[src/rtl/bram_arbiter.sv]
// ---------------------------------------------------------------------------
// bram_arbiter
// Round-robin arbiter sharing one single-port, read-first BRAM between the
// sample load/unload path (port 0) and the FFT butterfly engine (port 1).
// At most one BRAM access per cycle with zero-cycle arbitration. A requester
// may lock the memory across a read-modify-write. A lock that sits idle for
// LOCK_TIMEOUT cycles is force-released.
//
// Ports
//   clk, rst_n           clock, asynchronous active-low reset
//   reqN_valid/ready     request handshake (ready is combinational)
//   reqN_we/lock         write select / keep ownership after this transfer
//   reqN_addr/wdata      word address / write data
//   rspN_valid           read response pulse for port N (registered)
//   rsp_rdata            shared read data, zero when no response
//   bram_en/we/addr/di   BRAM request side (combinational from the grant)
//   bram_do              BRAM registered read data
//   lock_timeout         one-cycle pulse after a forced lock release
// ---------------------------------------------------------------------------
module bram_arbiter #(
   parameter int unsigned WIDTH        = 32,
   parameter int unsigned ADDR_W       = 6,
   parameter int unsigned LOCK_TIMEOUT = 16
) (
   input  logic              clk,
   input  logic              rst_n,
   input  logic              req0_valid,
   output logic              req0_ready,
   input  logic              req0_we,
   input  logic              req0_lock,
   input  logic [ADDR_W-1:0] req0_addr,
   input  logic [WIDTH-1:0]  req0_wdata,
   input  logic              req1_valid,
   output logic              req1_ready,
   input  logic              req1_we,
   input  logic              req1_lock,
   input  logic [ADDR_W-1:0] req1_addr,
   input  logic [WIDTH-1:0]  req1_wdata,
   output logic              rsp0_valid,
   output logic              rsp1_valid,
   output logic [WIDTH-1:0]  rsp_rdata,
   output logic              bram_en,
   output logic              bram_we,
   output logic [ADDR_W-1:0] bram_addr,
   output logic [WIDTH-1:0]  bram_di,
   input  logic [WIDTH-1:0]  bram_do,
   output logic              lock_timeout
);

   localparam int unsigned      CNT_W    = 8;
   localparam logic [CNT_W-1:0] CNT_LAST = CNT_W'(LOCK_TIMEOUT - 1);

   typedef enum logic [1:0] {
      ST_IDLE = 2'd0,
      ST_OWN0 = 2'd1,
      ST_OWN1 = 2'd2
   } state_t;

   state_t           state;
   state_t           state_nxt;
   logic             last;          // port granted most recently
   logic             last_nxt;
   logic [CNT_W-1:0] idle_cnt;      // owner-idle cycles while locked
   logic [CNT_W-1:0] idle_cnt_nxt;
   logic             timeout_nxt;
   logic             grant0;
   logic             grant1;

   // State register, round-robin pointer, idle counter and timeout pulse
   always_ff @(posedge clk or negedge rst_n) begin
      if (!rst_n) begin
         state        <= ST_IDLE;
         last         <= 1'b1;
         idle_cnt     <= '0;
         lock_timeout <= 1'b0;
      end else begin
         state        <= state_nxt;
         last         <= last_nxt;
         idle_cnt     <= idle_cnt_nxt;
         lock_timeout <= timeout_nxt;
      end
   end

   // Read response tag: captured at the transfer edge, BRAM data lands next cycle
   always_ff @(posedge clk or negedge rst_n) begin
      if (!rst_n) begin
         rsp0_valid <= 1'b0;
         rsp1_valid <= 1'b0;
      end else begin
         rsp0_valid <= grant0 & ~req0_we;
         rsp1_valid <= grant1 & ~req1_we;
      end
   end

   // Next-state logic: ownership transitions and lock timeout
   always_comb begin
      state_nxt    = state;
      last_nxt     = last;
      idle_cnt_nxt = idle_cnt;
      timeout_nxt  = 1'b0;
      case (state)
         ST_IDLE: begin
            idle_cnt_nxt = '0;
            if (grant0) begin
               last_nxt  = 1'b0;
               state_nxt = req0_lock ? ST_OWN0 : ST_IDLE;
            end else if (grant1) begin
               last_nxt  = 1'b1;
               state_nxt = req1_lock ? ST_OWN1 : ST_IDLE;
            end
         end
         ST_OWN0: begin
            // An owner request in the expiry cycle still wins over the timeout
            if (grant0) begin
               idle_cnt_nxt = '0;
               last_nxt     = 1'b0;
               state_nxt    = req0_lock ? ST_OWN0 : ST_IDLE;
            end else if (idle_cnt == CNT_LAST) begin
               idle_cnt_nxt = '0;
               last_nxt     = 1'b0;
               state_nxt    = ST_IDLE;
               timeout_nxt  = 1'b1;
            end else begin
               idle_cnt_nxt = idle_cnt + CNT_W'(1);
            end
         end
         ST_OWN1: begin
            if (grant1) begin
               idle_cnt_nxt = '0;
               last_nxt     = 1'b1;
               state_nxt    = req1_lock ? ST_OWN1 : ST_IDLE;
            end else if (idle_cnt == CNT_LAST) begin
               idle_cnt_nxt = '0;
               last_nxt     = 1'b1;
               state_nxt    = ST_IDLE;
               timeout_nxt  = 1'b1;
            end else begin
               idle_cnt_nxt = idle_cnt + CNT_W'(1);
            end
         end
         default: begin
            state_nxt    = ST_IDLE;
            idle_cnt_nxt = '0;
         end
      endcase
   end

   // Output logic: grant selection, ready and BRAM request mux
   always_comb begin
      grant0 = 1'b0;
      grant1 = 1'b0;
      case (state)
         ST_IDLE: begin
            // Tie goes to the port that did not win last time
            if (req0_valid && (!req1_valid || last)) begin
               grant0 = 1'b1;
            end else if (req1_valid) begin
               grant1 = 1'b1;
            end
         end
         ST_OWN0: grant0 = req0_valid;
         ST_OWN1: grant1 = req1_valid;
         default: begin
            grant0 = 1'b0;
            grant1 = 1'b0;
         end
      endcase
      if (!rst_n) begin
         grant0 = 1'b0;
         grant1 = 1'b0;
      end

      req0_ready = grant0;
      req1_ready = grant1;

      bram_en   = grant0 | grant1;
      bram_we   = 1'b0;
      bram_addr = '0;
      bram_di   = '0;
      if (grant0) begin
         bram_we   = req0_we;
         bram_addr = req0_addr;
         bram_di   = req0_wdata;
      end else if (grant1) begin
         bram_we   = req1_we;
         bram_addr = req1_addr;
         bram_di   = req1_wdata;
      end
   end

   // Shared read data is only driven while a response is being returned
   always_comb begin
      rsp_rdata = '0;
      if (rsp0_valid || rsp1_valid) begin
         rsp_rdata = bram_do;
      end
   end

endmodule

[config.mk]
export PLATFORM = sky130hd
export DESIGN_NAME = bram_arbiter
export DESIGN_NICKNAME = d
export VERILOG_FILES = /design/src/rtl/bram_arbiter.sv
export SDC_FILE = /design/constraint.sdc
export NUM_CORES = 1
export LEC_CHECK = 0
export ABC_AREA = 1
export BUFFER_PORTS_ARGS = -buffer_cell sky130_fd_sc_hd__buf_2
export CAP_MARGIN = 15
export CORE_MARGIN = 4
export CORE_UTILIZATION = 31
export CTS_CLUSTER_DIAMETER = 30
export DETAILED_ROUTE_END_ITERATION = 10
export GPL_TIMING_DRIVEN = 0
export PLACE_DENSITY = 0.8
export SLEW_MARGIN = 40
export SYNTH_ARGS = -nofsm -noshare
export SYNTH_HDL_FRONTEND = slang
export SYNTH_SLANG_ARGS = --single-unit
[constraint.sdc]
create_clock -name clk -period 1.38 [get_ports clk]
set_input_delay 0.207 -clock clk [delete_from_list [all_inputs] [get_ports clk]]
set_output_delay 0.207 -clock clk [all_outputs]
set_load 0.01 [all_outputs]
==> results of run 1 <==
[critical path, cell delays in order (launching register included)]
cell and delay, ns:
dfrtp_2 0.44, inv_4 0.10, ha_4 0.17, nand2_4 0.06, nand2_4 0.09, nand2_8 0.07, inv_8 0.08, buf_8 0.12
buf_6 0.11, nand2_2 0.05, o21ai_1 0.08, buf_2 0.15
[where the power goes]
part / leakage, nW / internal (mW) / switching, mW
clock: 0.0228 / 0.205 / 0.159
combinational: 2.03 / 1.90 / 2.19
sequential: 0.187 / 0.495 / 0.0793
total: 2.24 / 2.60 / 2.43
[per-layer routing]
layer | track usage, % | wire, um | up-vias
met1 | 21.7 | 3460 | 1396
met2 | 38.8 | 5380 | 225
met5 | 0 | 0 | -
li1 | - | - | 1385
met4 | 4.39 | 349 | 0
met3 | 4.55 | 910 | 39
[logic make-up (layout without fill, tap and decap cells)]
group,Yosys count,in the layout,synth area share (%)
flops,14,14,21.4
compound gates,41,41,12.6
fa+ha+maj,5,5,3.80
simple gates,175,177,43.0
xor+xnor,5,5,2.66
buf+inv,63,291,16.6
[area by class of cell]
type                    count  area (um^2)
multi-input cells         228         1540
repair buffers            225         1490
fillers                   313         1240
flip-flops and latches     14          354
plain buffers              14          193
inverters                  48          193
well taps                  70         87.6
clock buffers               4         45.0
[how the worst min path moves through the flow]
stage	start	end	slack [ns]	cells past startpoint
final	req0_we	rsp0_valid	0.14	2
after global routing	req0_we	rsp0_valid	0.14	2
after CTS	req1_we	rsp1_valid	0.13	2
after detailed placement	rst_n	lock_timeout	0.14	1
after global placement	rst_n	idle_cnt[0]	0.13	1
after floorplan	rst_n	idle_cnt[0]	-0.09	0
[repair_timing]
item	CTS	global route
cloned	1	8
hold buffers	2	0
endpoints found under the setup margin	84	84
buffers inserted	15	9
hold endpoints to repair	13	0
pin swaps	3	8
gates resized for setup	29	150
[stage by stage]
| step | util, % | std cells | hold slack [ns] |
|---|---|---|---|
| 2_1_floorplan | - | 303 | -0.0886 |
| 3_3_place_gp | 54.6 | 565 | 0.132 |
| 3_5_place_dp | 54.6 | 565 | 0.139 |
| 4_1_cts | 60.2 | 586 | 0.131 |
| 5_1_grt | 75.9 | 603 | 0.145 |
| 6_report | 75.9 | 603 | 0.138 |
[cell usage after synthesis]
master	instances
nand3_2	1
nor3_1	1
xnor2_1	2
o21ai_0	39
nor2_2	1
nor2_1	46
xor2_1	3
nand2_4	1
buf_4	5
nor3b_2	1
clkbuf_1	3
nand3_1	5
inv_4	1
buf_6	1
dfstp_2	1
nand2_1	112
nand2_2	2
nand3b_1	1
ha_1	5
clkbuf_2	3
nand4_1	3
a211oi_1	1
dfrtp_1	13
a21oi_1	1
inv_1	47
buf_2	3
and3_1	1
[flip-flops by register name, indices dropped and copies added, names as in the netlist]
| name | flops |
|---|---|
| idle_cnt | 8 |
| last | 1 |
| lock_timeout | 1 |
| rsp0_valid | 1 |
| rsp1_valid | 1 |
| state | 2 |
[placed cells by master (no fill, tap or decap), types with 2 or more instances in the layout]
cell and count:
inv_1 42, buf_2 165, nand3_4 3, buf_12 3
dfrtp_1 11, buf_4 22, nor2_2 3, nand2_8 2
o21ai_2 24, dlygate4sd3_1 2, clkbuf_16 4, nand2_2 21
nor2_1 17, clkbuf_8 3, nand2_4 6, inv_2 3
nand4_1 3, ha_1 2, nor2_4 27, xnor2_1 2
nand3_1 3, nand2_1 88, dfrtp_2 2, o21ai_1 12
xor2_1 3, inv_4 2, buf_6 37, ha_4 3
o21ai_4 2, buf_8 6
==> results.env, run 1 <==
FINAL_LAYOUT_SIZE_SUFFIX_GT1_SHARE_PCT=64.2
TRACK_USAGE_PCT=19.9
DETAILED_PLACE_HPWL_MM=5.63
CTS_NUM_SINKS=14
WORST_EP_ARRIVAL_TIME_NS=1.78
TOTAL_NETS_FINAL=655
DP_SLACK_NS=-0.403
YOSYS_REGISTER_BITS=14
FINALMAXSLEWVIOLATIONS=0
WL_PER_CELL_UM=16.8
R2R_SETUP_SLACK_NS=-0.21
ANTENNA_VIOLATING_NETS_POST_ROUTE=0
MIN-DELAY-PATH-CLASS='primary input to register'
FINALCRITPERIODSHARE_PCT=144
CTS_ROOT_BUF='clkbuf_8'
INITIAL_STANDARD_CELL_UTILIZATION_OF_THE_CORE_PCT=32.0
P_TOTAL_mW=5.03
CLOCK_NETWORK_LATENCY_TO_THE_LATER_PIN_OF_THE_WORST_SKEW_PAIR_NS=0.25
ENDPOINT_KIND='primary output'
MAXIMUM_CLOCK_FREQUENCY_MHz=502
NUMPORTBUFFERS=192
DIE_Y_UM=80.9
CELL_TYPES_OCCUPYING_THE_MOST_AREA_AFTER_SYNTHESIS='nand2_1, dfrtp_1, o21ai_0'
SYNTH_SEQ_AREA_SHARE_PCT=21.4
WORST_R2R_STARTPOINT='state[0]'
VIOLATIONS='setup timing'
GRT_FIRST_PASS_WIRELENGTH_MM=10.5
BOUNDARYPINS=193
SETUP_VIOLATIONS_FINAL=79
VIASPERCELL=5.05
FINALSETUPTNS_NS=-25.15
AREA_GROWTH_PCT=137
PLACEMENT_ROWS=26
DETAILEDROUTE.FIRSTPASSITERATIONCOUNT=5
CLOCK_TREE_FROM_TRITONCTS='done'
POSTSYNTHCELLCOUNT=303
CRITPATHLAUNCHTYPE='register'
PLACEDINSTANCEAREA_UM2=2810
CTS.HTREE.LEVELS=1
CLKSLEWWORSTSETUPHOLDPATHS_NS=0.06
REPORT.FINAL.HOLD_VIOL_COUNT=0
DRT_ITER0_DRC=202
CLOCK_TREE.BUFFER_DEPTH=2
NUMBER_OF_ANTENNA_VIOLATIONS_AT_THE_FIRST_CHECK_IN_GLOBAL_ROUTING=0
DIE_W_UM=80.9
PWRDENS_nW_PER_UM2=1290
STATUS='complete, but fails checks'
ROUTE.DETAILED.DRC=0
SYNTH_CELL_TYPE_COUNT=27
CLOCK_PERIOD_MINUS_FINAL_WORST_SETUP_SLACK_NS=1.99
RR_ENDPOINT='state[1]'
GRT_START_MAX_NET_PINS=14
SLEW_AT_THE_PIN_CLOSEST_TO_ITS_MAX_SLEW_LIMIT_NS=0.636
SLEW_HEADROOM_PCT=57.4
FLOORPLAN.DIE_AREA_UM2=6540
YOSYSWARNINGCOUNT=0
ROUTE.VIAS.TOTAL=3045
FINAL.SETUP.WORST_SLACK_NS=-0.610
WORSTPATHMAXFANOUT=6
POWER.IR.VDD_WORST_uV=714
POSTROUTEWIRELENGTH_MM=10.1
WORSTSETUPENDPOINT='bram_di[6]'
GLOBALROUTE.TOTALOVERFLOW=0
FIN_AREA_UM2=3900
MAX_CAP_VIOLATIONS=0
DOMINANT_CELL_TYPE_BY_AREA_AFTER_SYNTHESIS='nand2_1'
INSERTEDDIODECOUNT=0
WORSTREGTOREGCELLS=13
GP_CONGESTION=0.815
CORE_AREA_UM2=5140
RSZ_0062_RAISED_AFTER_GLOBAL_ROUTING='yes'
NETLIST.AREA_LEADER.SHARE_PCT=25.5
SETUP.WORST_PATH.CLASS='register to primary output'
LEAKAGE_DISSIPATION_nW=2.24
FINAL.SETUP_SKEW_NS=0.00559
NUMCTSBUFFERS=3
NETLIST_AREA_UM2=1650
STARTPOINT='state[0]'
ENDPOINT_REQUIRED_TIME_ON_THE_CRITICAL_PATH_NS=1.17
SYN_AREA_PER_CELL_UM2=5.43
SYN-NUM-NETS=424
VIA_COUNT_OF_THE_FIRST_GLOBAL_ROUTING_PASS=2398
Power figures use the tool's default switching activity.
==> inputs of run 2 (changes only) <==
- CELL_PAD_IN_SITES_DETAIL_PLACEMENT: default -> 0
- CELL_PAD_IN_SITES_GLOBAL_PLACEMENT: default -> 2
- CORE_UTILIZATION: 31 -> 12
- PLACE_DENSITY: 0.8 -> 0.78
- REMOVE_ABC_BUFFERS: default -> 1
- clock period: 1.38 -> 1.7 ns (I/O delays scaled with it)
==> run 2 against run 1 <==
Against the previous run: the run ends with hold timing, setup timing left; final area shrank 6.1%; highest routed layer unchanged; setup slack improved by 0.30 ns; global-route usage fell by 7.7 points; worst hold slack got worse by 0.14 ns; non-clock buffer count decreased by 19; critical path type unchanged.
==> results.env, run 2 (synthesis results as in run 1) <==
STATUS='complete, but fails checks'
VIOLATIONS='hold timing, setup timing'
POSTROUTEWIRELENGTH_MM=10.0  # -0.70%
WORSTPATHMAXFANOUT=6  # unchanged
DETAILEDROUTE.FIRSTPASSITERATIONCOUNT=4  # -1
BIGGESTREGSBYFLOPS='idle_cnt: 8 flops, state: 2 flops'
SETUP_VIOLATIONS_FINAL=44  # -44%
P_TOTAL_mW=4.23  # -16%
CRIT_PATH_CELL_TRACE='buf_6 -> ha_4 -> inv_4 -> nand2_8 -> buf_4 -> nand2_8 -> nand2_1 -> o21ai_2 -> buf_2'
CPMAXSTAGEDELAYCELL='dfrtp_1'
POWER.IR.VDD_WORST_uV=387  # -46%
TRACK_USAGE_PCT=12.2  # -7.7 points
ENDPOINT_REQUIRED_TIME_ON_THE_CRITICAL_PATH_NS=1.44  # +0.27 ns
BOUNDARYPINS=193  # unchanged
ROUTE.MET2.WL_MM=5.25  # -2.4%
WORSTREGTOREGCELLS=13  # unchanged
MIN-DELAY-PATH-CLASS='primary input to asynchronous set/reset pin'
LARGEST_REG_FLOPS=8  # unchanged
DIE_Y_UM=125  # +55%
ROUTE.DETAILED.DRC=0  # unchanged
PWRDENS_nW_PER_UM2=1160  # -10%
RR_ENDPOINT='state[0]'
FINALSETUPTNS_NS=-11.44  # +13.72 ns
FIN_CELLS=702  # +16%
GLOBALROUTE.TOTALOVERFLOW=0  # unchanged
DP_SLACK_NS=-0.820  # -0.417 ns
AREA_GROWTH_PCT=122
WL_PER_CELL_UM=14.3  # -15%
DRT_ITER0_DRC=77  # -62%
SLEW_AT_THE_PIN_CLOSEST_TO_ITS_MAX_SLEW_LIMIT_NS=0.606  # -0.0302 ns
VIA_COUNT_OF_THE_FIRST_GLOBAL_ROUTING_PASS=2864  # +19%
NUMCTSBUFFERS=3  # unchanged
FLOORPLAN.DIE_AREA_UM2=15700  # +140%
NUMPORTBUFFERS=192  # unchanged
CLOCK_TREE.BUFFER_DEPTH=2  # unchanged
R2R_SETUP_SLACK_NS=-0.11  # +0.10 ns
WL_MET1_MM=3.84  # +11%
LEAKAGE_DISSIPATION_nW=2.14  # -4.5%
FINAL_LAYOUT_SIZE_SUFFIX_GT1_SHARE_PCT=55.1  # -9.0 points
FINALCRITPERIODSHARE_PCT=118
MOST_FREQUENT_STANDARD_CELL_IN_THE_LAYOUT_EXCLUDING_FILL_AND_TAP_CELLS='buf_2'
CLOCK_PERIOD_MINUS_FINAL_WORST_SETUP_SLACK_NS=2.01
LAYOUT_COMMON_CELLS='buf_2, nand2_1, nor2_1, inv_1, o21ai_1'
MAX_STAGE_DELAY_NS=0.41  # -0.03 ns
SETUP.WORST_PATH.CLASS='register to primary output'
CRITPATHBUFINV=4  # -1
CTS.HTREE.LEVELS=1  # unchanged
GRT_START_MAX_NET_PINS=28  # +14
INSERTEDDIODECOUNT=0  # unchanged
NUMBER_OF_ANTENNA_VIOLATIONS_AT_THE_FIRST_CHECK_IN_GLOBAL_ROUTING=0  # unchanged
CTS_NUM_SINKS=14  # unchanged
CRITPATHLAUNCHTYPE='register'
PATH_COMMON_CELL='nand2_8'
WHS_NS=-0.00451  # -0.143 ns
ANTENNA_VIOLATING_NETS_POST_ROUTE=0  # unchanged
FIN_AREA_UM2=3660  # -6.1%
WORST_R2R_STARTPOINT='state[0]'
CLOCK_TREE_FROM_TRITONCTS='done'
FINISH.UTILIZATION_PCT=27.4  # -48 points
MAX_CAP_VIOLATIONS=0  # unchanged
FINALMAXSLEWVIOLATIONS=0  # unchanged
MAXIMUM_CLOCK_FREQUENCY_MHz=497
GRT_FIRST_PASS_WIRELENGTH_MM=15.1  # +44%
GP_CONGESTION=0.812  # -0.44%
VIASPERCELL=3.94  # -22%
ENDPOINT_KIND='primary output'
TOTAL_NETS_FINAL=648  # -1.1%
DIE_W_UM=125  # +55%
SLEW_HEADROOM_PCT=59.5  # +2.0 points
INITIAL_STANDARD_CELL_UTILIZATION_OF_THE_CORE_PCT=12.3  # -20 points
RSZ_0062_RAISED_AFTER_GLOBAL_ROUTING='yes'
WORST_EP_ARRIVAL_TIME_NS=1.76  # -0.02 ns
DETAILED_PLACE_HPWL_MM=5.59  # -0.74%
TOP_LAYER='met4'
FINAL.SETUP_SKEW_NS=0.00399  # -0.00159 ns
REPORT.FINAL.HOLD_VIOL_COUNT=1  # +1
CPLARGESTDELAYFAMILY='buffers and inverters'
REGISTERS.TOP_BY_FF_COUNT='idle_cnt'
PLACEDINSTANCEAREA_UM2=2770  # -1.3%
PLACE.DETAILED.INSTANCES=657  # +16%
PLACEMENT_ROWS=42  # +62%
FINAL.SETUP.WORST_SLACK_NS=-0.313  # +0.297 ns
CORE_AREA_UM2=13300  # +160%
CLOCK_NETWORK_LATENCY_TO_THE_LATER_PIN_OF_THE_WORST_SKEW_PAIR_NS=0.24  # about the same
CTS_ROOT_BUF='clkbuf_16'
ROUTE.MET3.WL_UM=657  # -28%
CLKSLEWWORSTSETUPHOLDPATHS_NS=0.05  # about the same
ROUTE.VIAS.TOTAL=2768  # -9.1%
==> run 2: cell types whose count changed in the layout (fill, tap and decap cells not counted), sizes merged <==
cell	change
clkinvlp	+2
buf	-14
dlygate4sd3	-1
inv	+3
clkbuf	-4
nand2	+7
==> run 2: layer usage <==
metal,GRT usage (%),vias up
met1,13.4,1225
met2,23.9,147
met5,0,-
met3,1.71,14
met4,4.15,0
li1,-,1382
==> run 2: worst max-delay path by stage <==
stage | slack (ns) | depth (start not counted) | startpoint | to
6_report | -0.31 | 9 | state[0] | bram_di[8]
5_1_grt | -0.40 | 11 | state[0] | bram_di[11]
4_1_cts | -0.33 | 11 | state[1] | bram_di[10]
3_5_place_dp | -0.82 | 9 | state[0] | bram_di[8]
3_3_place_gp | -0.81 | 9 | state[1] | bram_di[8]
2_1_floorplan | -0.24 | 8 | state[1] | bram_we
==> run 2: layout make-up <==
class,count,area [um^2]
fill,1476,9690
multi-input combinational,235,1420
timing repair buffer,220,1320
sequential,14,352
tap,176,220
inverter,48,209
clock buffer,4,78.8
timing repair inverter,5,70.1
==> run 2: power breakdown <==
group | switching (mW) | internal, mW | total (mW)
registers | 0.0450 | 0.398 | 0.443
clock network | 0.136 | 0.317 | 0.453
logic | 1.93 | 1.40 | 3.34
total | 2.12 | 2.12 | 4.23
==> run 2: repair_timing <==
item                       CTS  global route
setup endpoints to repair   47            50
buffers inserted            23             4
pin swaps                   10             6
gates cloned                14             0
resized for setup           87            33
hold buffers                 1             0
hold endpoints to repair    13             0
==> inputs of run 3 (changes only) <==
- clock period: 1.7 -> 1.85 ns (I/O delays scaled with it)
==> run 3 against run 2 <==
Against the previous run: sequential cell count unchanged; final cell count decreased by 1.0%; first-iteration DRC count increased by 16%; critical path depth unchanged; the flow finishes with violations (setup timing); sequential power decreased by 6.8%; clock power decreased by 7.5%; highest routed layer unchanged; count of clock-buffer cells in the layout unchanged; final area decreased by 1.5%.
==> results.env, run 3 (synthesis results as in run 1) <==
CTS_ROOT_BUF='clkbuf_16'
FINAL_LAYOUT_SIZE_SUFFIX_GT1_SHARE_PCT=55.3  # +0.17 points
GP_CONGESTION=0.812  # unchanged
LAYOUT_COMMON_CELLS='buf_2, nand2_1, nor2_1, inv_1, o21ai_0'
REGISTERS.TOP_BY_FF_COUNT='idle_cnt'
PLACE.DETAILED.INSTANCES=657  # unchanged
SLEW_AT_THE_PIN_CLOSEST_TO_ITS_MAX_SLEW_LIMIT_NS=0.614  # +0.00751 ns
ROUTE.DETAILED.DRC=0  # unchanged
CPLARGESTDELAYFAMILY='simple AND/OR/NAND/NOR gates'
MAX_CAP_VIOLATIONS=0  # unchanged
SLEW_HEADROOM_PCT=59.0  # -0.50 points
INITIAL_STANDARD_CELL_UTILIZATION_OF_THE_CORE_PCT=12.3  # unchanged
FLOORPLAN.DIE_AREA_UM2=15700  # unchanged
MIN-DELAY-PATH-CLASS='primary input to asynchronous set/reset pin'
STATUS='complete, but fails checks'
PLACEMENT_ROWS=42  # unchanged
BIGGESTREGSBYFLOPS='idle_cnt: 8 flops, state: 2 flops'
VIASPERCELL=3.92  # -0.67%
GRT_START_MAX_NET_PINS=28  # unchanged
DETAILED_PLACE_HPWL_MM=5.59  # unchanged
MAXIMUM_CLOCK_FREQUENCY_MHz=488
ENDPOINT_KIND='primary output'
CTS.HTREE.LEVELS=1  # unchanged
NUMCTSBUFFERS=3  # unchanged
WORSTPATHMAXFANOUT=7  # +1
SEQUENTIAL_CELL_AREA_UM2=352  # unchanged
CPMAXSTAGEDELAYCELL='dfrtp_1'
ENDPOINT_REQUIRED_TIME_ON_THE_CRITICAL_PATH_NS=1.57  # +0.13 ns
DP_SLACK_NS=-0.693  # +0.127 ns
FINALMAXSLEWVIOLATIONS=0  # unchanged
LARGEST_REG_FLOPS=8  # unchanged
AREA_GROWTH_PCT=119
SETUP.WORST_PATH.CLASS='register to primary output'
VIOLATIONS='setup timing'
WORST_EP_ARRIVAL_TIME_NS=1.77  # about the same
MAX_STAGE_DELAY_NS=0.42  # about the same
CLOCK_NETWORK_LATENCY_TO_THE_LATER_PIN_OF_THE_WORST_SKEW_PAIR_NS=0.24  # about the same
FINALCRITPERIODSHARE_PCT=111
PATH_COMMON_CELL='nand2_8'
FIN_CELLS=695  # -1.0%
CLOCK_TREE.BUFFER_DEPTH=2  # unchanged
CRIT_PATH_CELL_TRACE='inv_2 -> ha_4 -> nand2_4 -> nand2_8 -> nand2_8 -> inv_16 -> nor2_4 -> nor3b_2 -> buf_2'
P_TOTAL_mW=3.90  # -7.8%
DIE_Y_UM=125  # unchanged
GLOBALROUTE.TOTALOVERFLOW=0  # unchanged
SETUP_VIOLATIONS_FINAL=42  # -4.5%
INSERTEDDIODECOUNT=0  # unchanged
CTS_NUM_SINKS=14  # unchanged
MULTIINPUTGATEAREA_UM2=1480  # +4.9%
TRACK_USAGE_PCT=11.6  # -0.59 points
POWER.IR.VDD_WORST_uV=353  # -8.7%
DIE_W_UM=125  # unchanged
DRT_ITER0_DRC=89  # +16%
CLOCK_PERIOD_MINUS_FINAL_WORST_SETUP_SLACK_NS=2.05
FILLER_CELL_COUNT=1473  # -0.20%
CRITPATHLAUNCHTYPE='register'
MOST_FREQUENT_STANDARD_CELL_IN_THE_LAYOUT_EXCLUDING_FILL_AND_TAP_CELLS='buf_2'
PWRDENS_nW_PER_UM2=1080  # -6.4%
CLKSLEWWORSTSETUPHOLDPATHS_NS=0.05  # about the same
VIA_COUNT_OF_THE_FIRST_GLOBAL_ROUTING_PASS=2779  # -3.0%
DETAILEDROUTE.FIRSTPASSITERATIONCOUNT=4  # unchanged
WL_PER_CELL_UM=14.2  # -0.62%
BOUNDARYPINS=193  # unchanged
RSZ_0062_RAISED_AFTER_GLOBAL_ROUTING='yes'
FINAL.SETUP.WORST_SLACK_NS=-0.198  # +0.115 ns
NUMPORTBUFFERS=192  # unchanged
NUMBER_OF_ANTENNA_VIOLATIONS_AT_THE_FIRST_CHECK_IN_GLOBAL_ROUTING=0  # unchanged
ROUTE.VIAS.TOTAL=2722  # -1.7%
FINAL.SETUP_SKEW_NS=0.00315  # -0.000841 ns
REPORT.FINAL.HOLD_VIOL_COUNT=0  # -1
CRITPATHBUFINV=3  # -1
CLOCK_TREE_FROM_TRITONCTS='done'
POSTROUTEWIRELENGTH_MM=9.87  # -1.6%
TOTAL_NETS_FINAL=641  # -1.1%
CORE_AREA_UM2=13300  # unchanged
LEAKAGE_DISSIPATION_nW=2.11  # -1.5%
GRT_FIRST_PASS_WIRELENGTH_MM=14.4  # -4.6%
ANTENNA_VIOLATING_NETS_POST_ROUTE=0  # unchanged
FINISH.UTILIZATION_PCT=27.0  # -0.40 points
[run 3: repair_timing]
action / CTS / global route
cloned: 12 / 3
setup endpoints to repair: 45 / 42
setup buffers: 9 / 9
pin swaps: 12 / 5
endpoints found under the hold margin: 13 / 0
resized for setup: 73 / 46
hold buffers: 1 / 0
[run 3: per-stage QoR]
stage / area, um^2 / TNS [ns] / hold slack (ns)
CTS: 3320 / -6.84 / 0.0260
finish: 3610 / -6.27 / 0.0169
global route: 3610 / -10.16 / 0.0307
detailed placement: 2770 / -25.30 / 0.214
floorplan: 1560 / -2.43 / -0.0181
global placement: 2740 / -38.26 / 0.211
[run 3: path summary, 6_finish.rpt]
check	startpoint	to	slack, ns	cells after the start
setup / recovery	state[1]	bram_we	-0.20	9
max in group asynchronous	rst_n	rsp0_valid	0.80	2
min in group clk	req0_we	rsp0_valid	0.21	2
setup reg to reg	state[1]	state[0]	0.07	12
hold reg to reg	last	last	0.46	2
hold / removal	rst_n	last	0.02	1
[run 3: metal layers]
metal  GRT usage [%]  vias to the layer above  wire length, um
met3            1.71                       11              693
met2            22.6                      145             5270
met1            12.9                     1194             3700
li1                -                     1372                -
met4            3.64                        0              201
met5               0                        -                0
[run 3: worst register-to-register path, stage by stage (launching register included)]
cell	delay (ns)
dfrtp_1	0.42
buf_4	0.15
ha_2	0.19
inv_2	0.10
nand2_8	0.12
buf_12	0.16
nand2_8	0.09
buf_6	0.14
nand3_2	0.07
nand2_1	0.07
inv_1	0.05
nand2_1	0.07
nand2_1	0.05
[run 3: power by group]
part           leakage [nW]  internal, mW  switching, mW
logic                  1.88          1.27           1.81
registers             0.190         0.366         0.0469
clock network        0.0382         0.292          0.127
[run 3: area by class of cell]
type                            instances  area share [%]
Inverter                               48            5.72
Tap cell                              176            6.10
Timing Repair Buffer                  212            33.1
Clock buffer                            4            2.19
Timing Repair inverter                  4            1.98
Sequential cell                        14            9.75
Multi-Input combinational cell        237            41.1
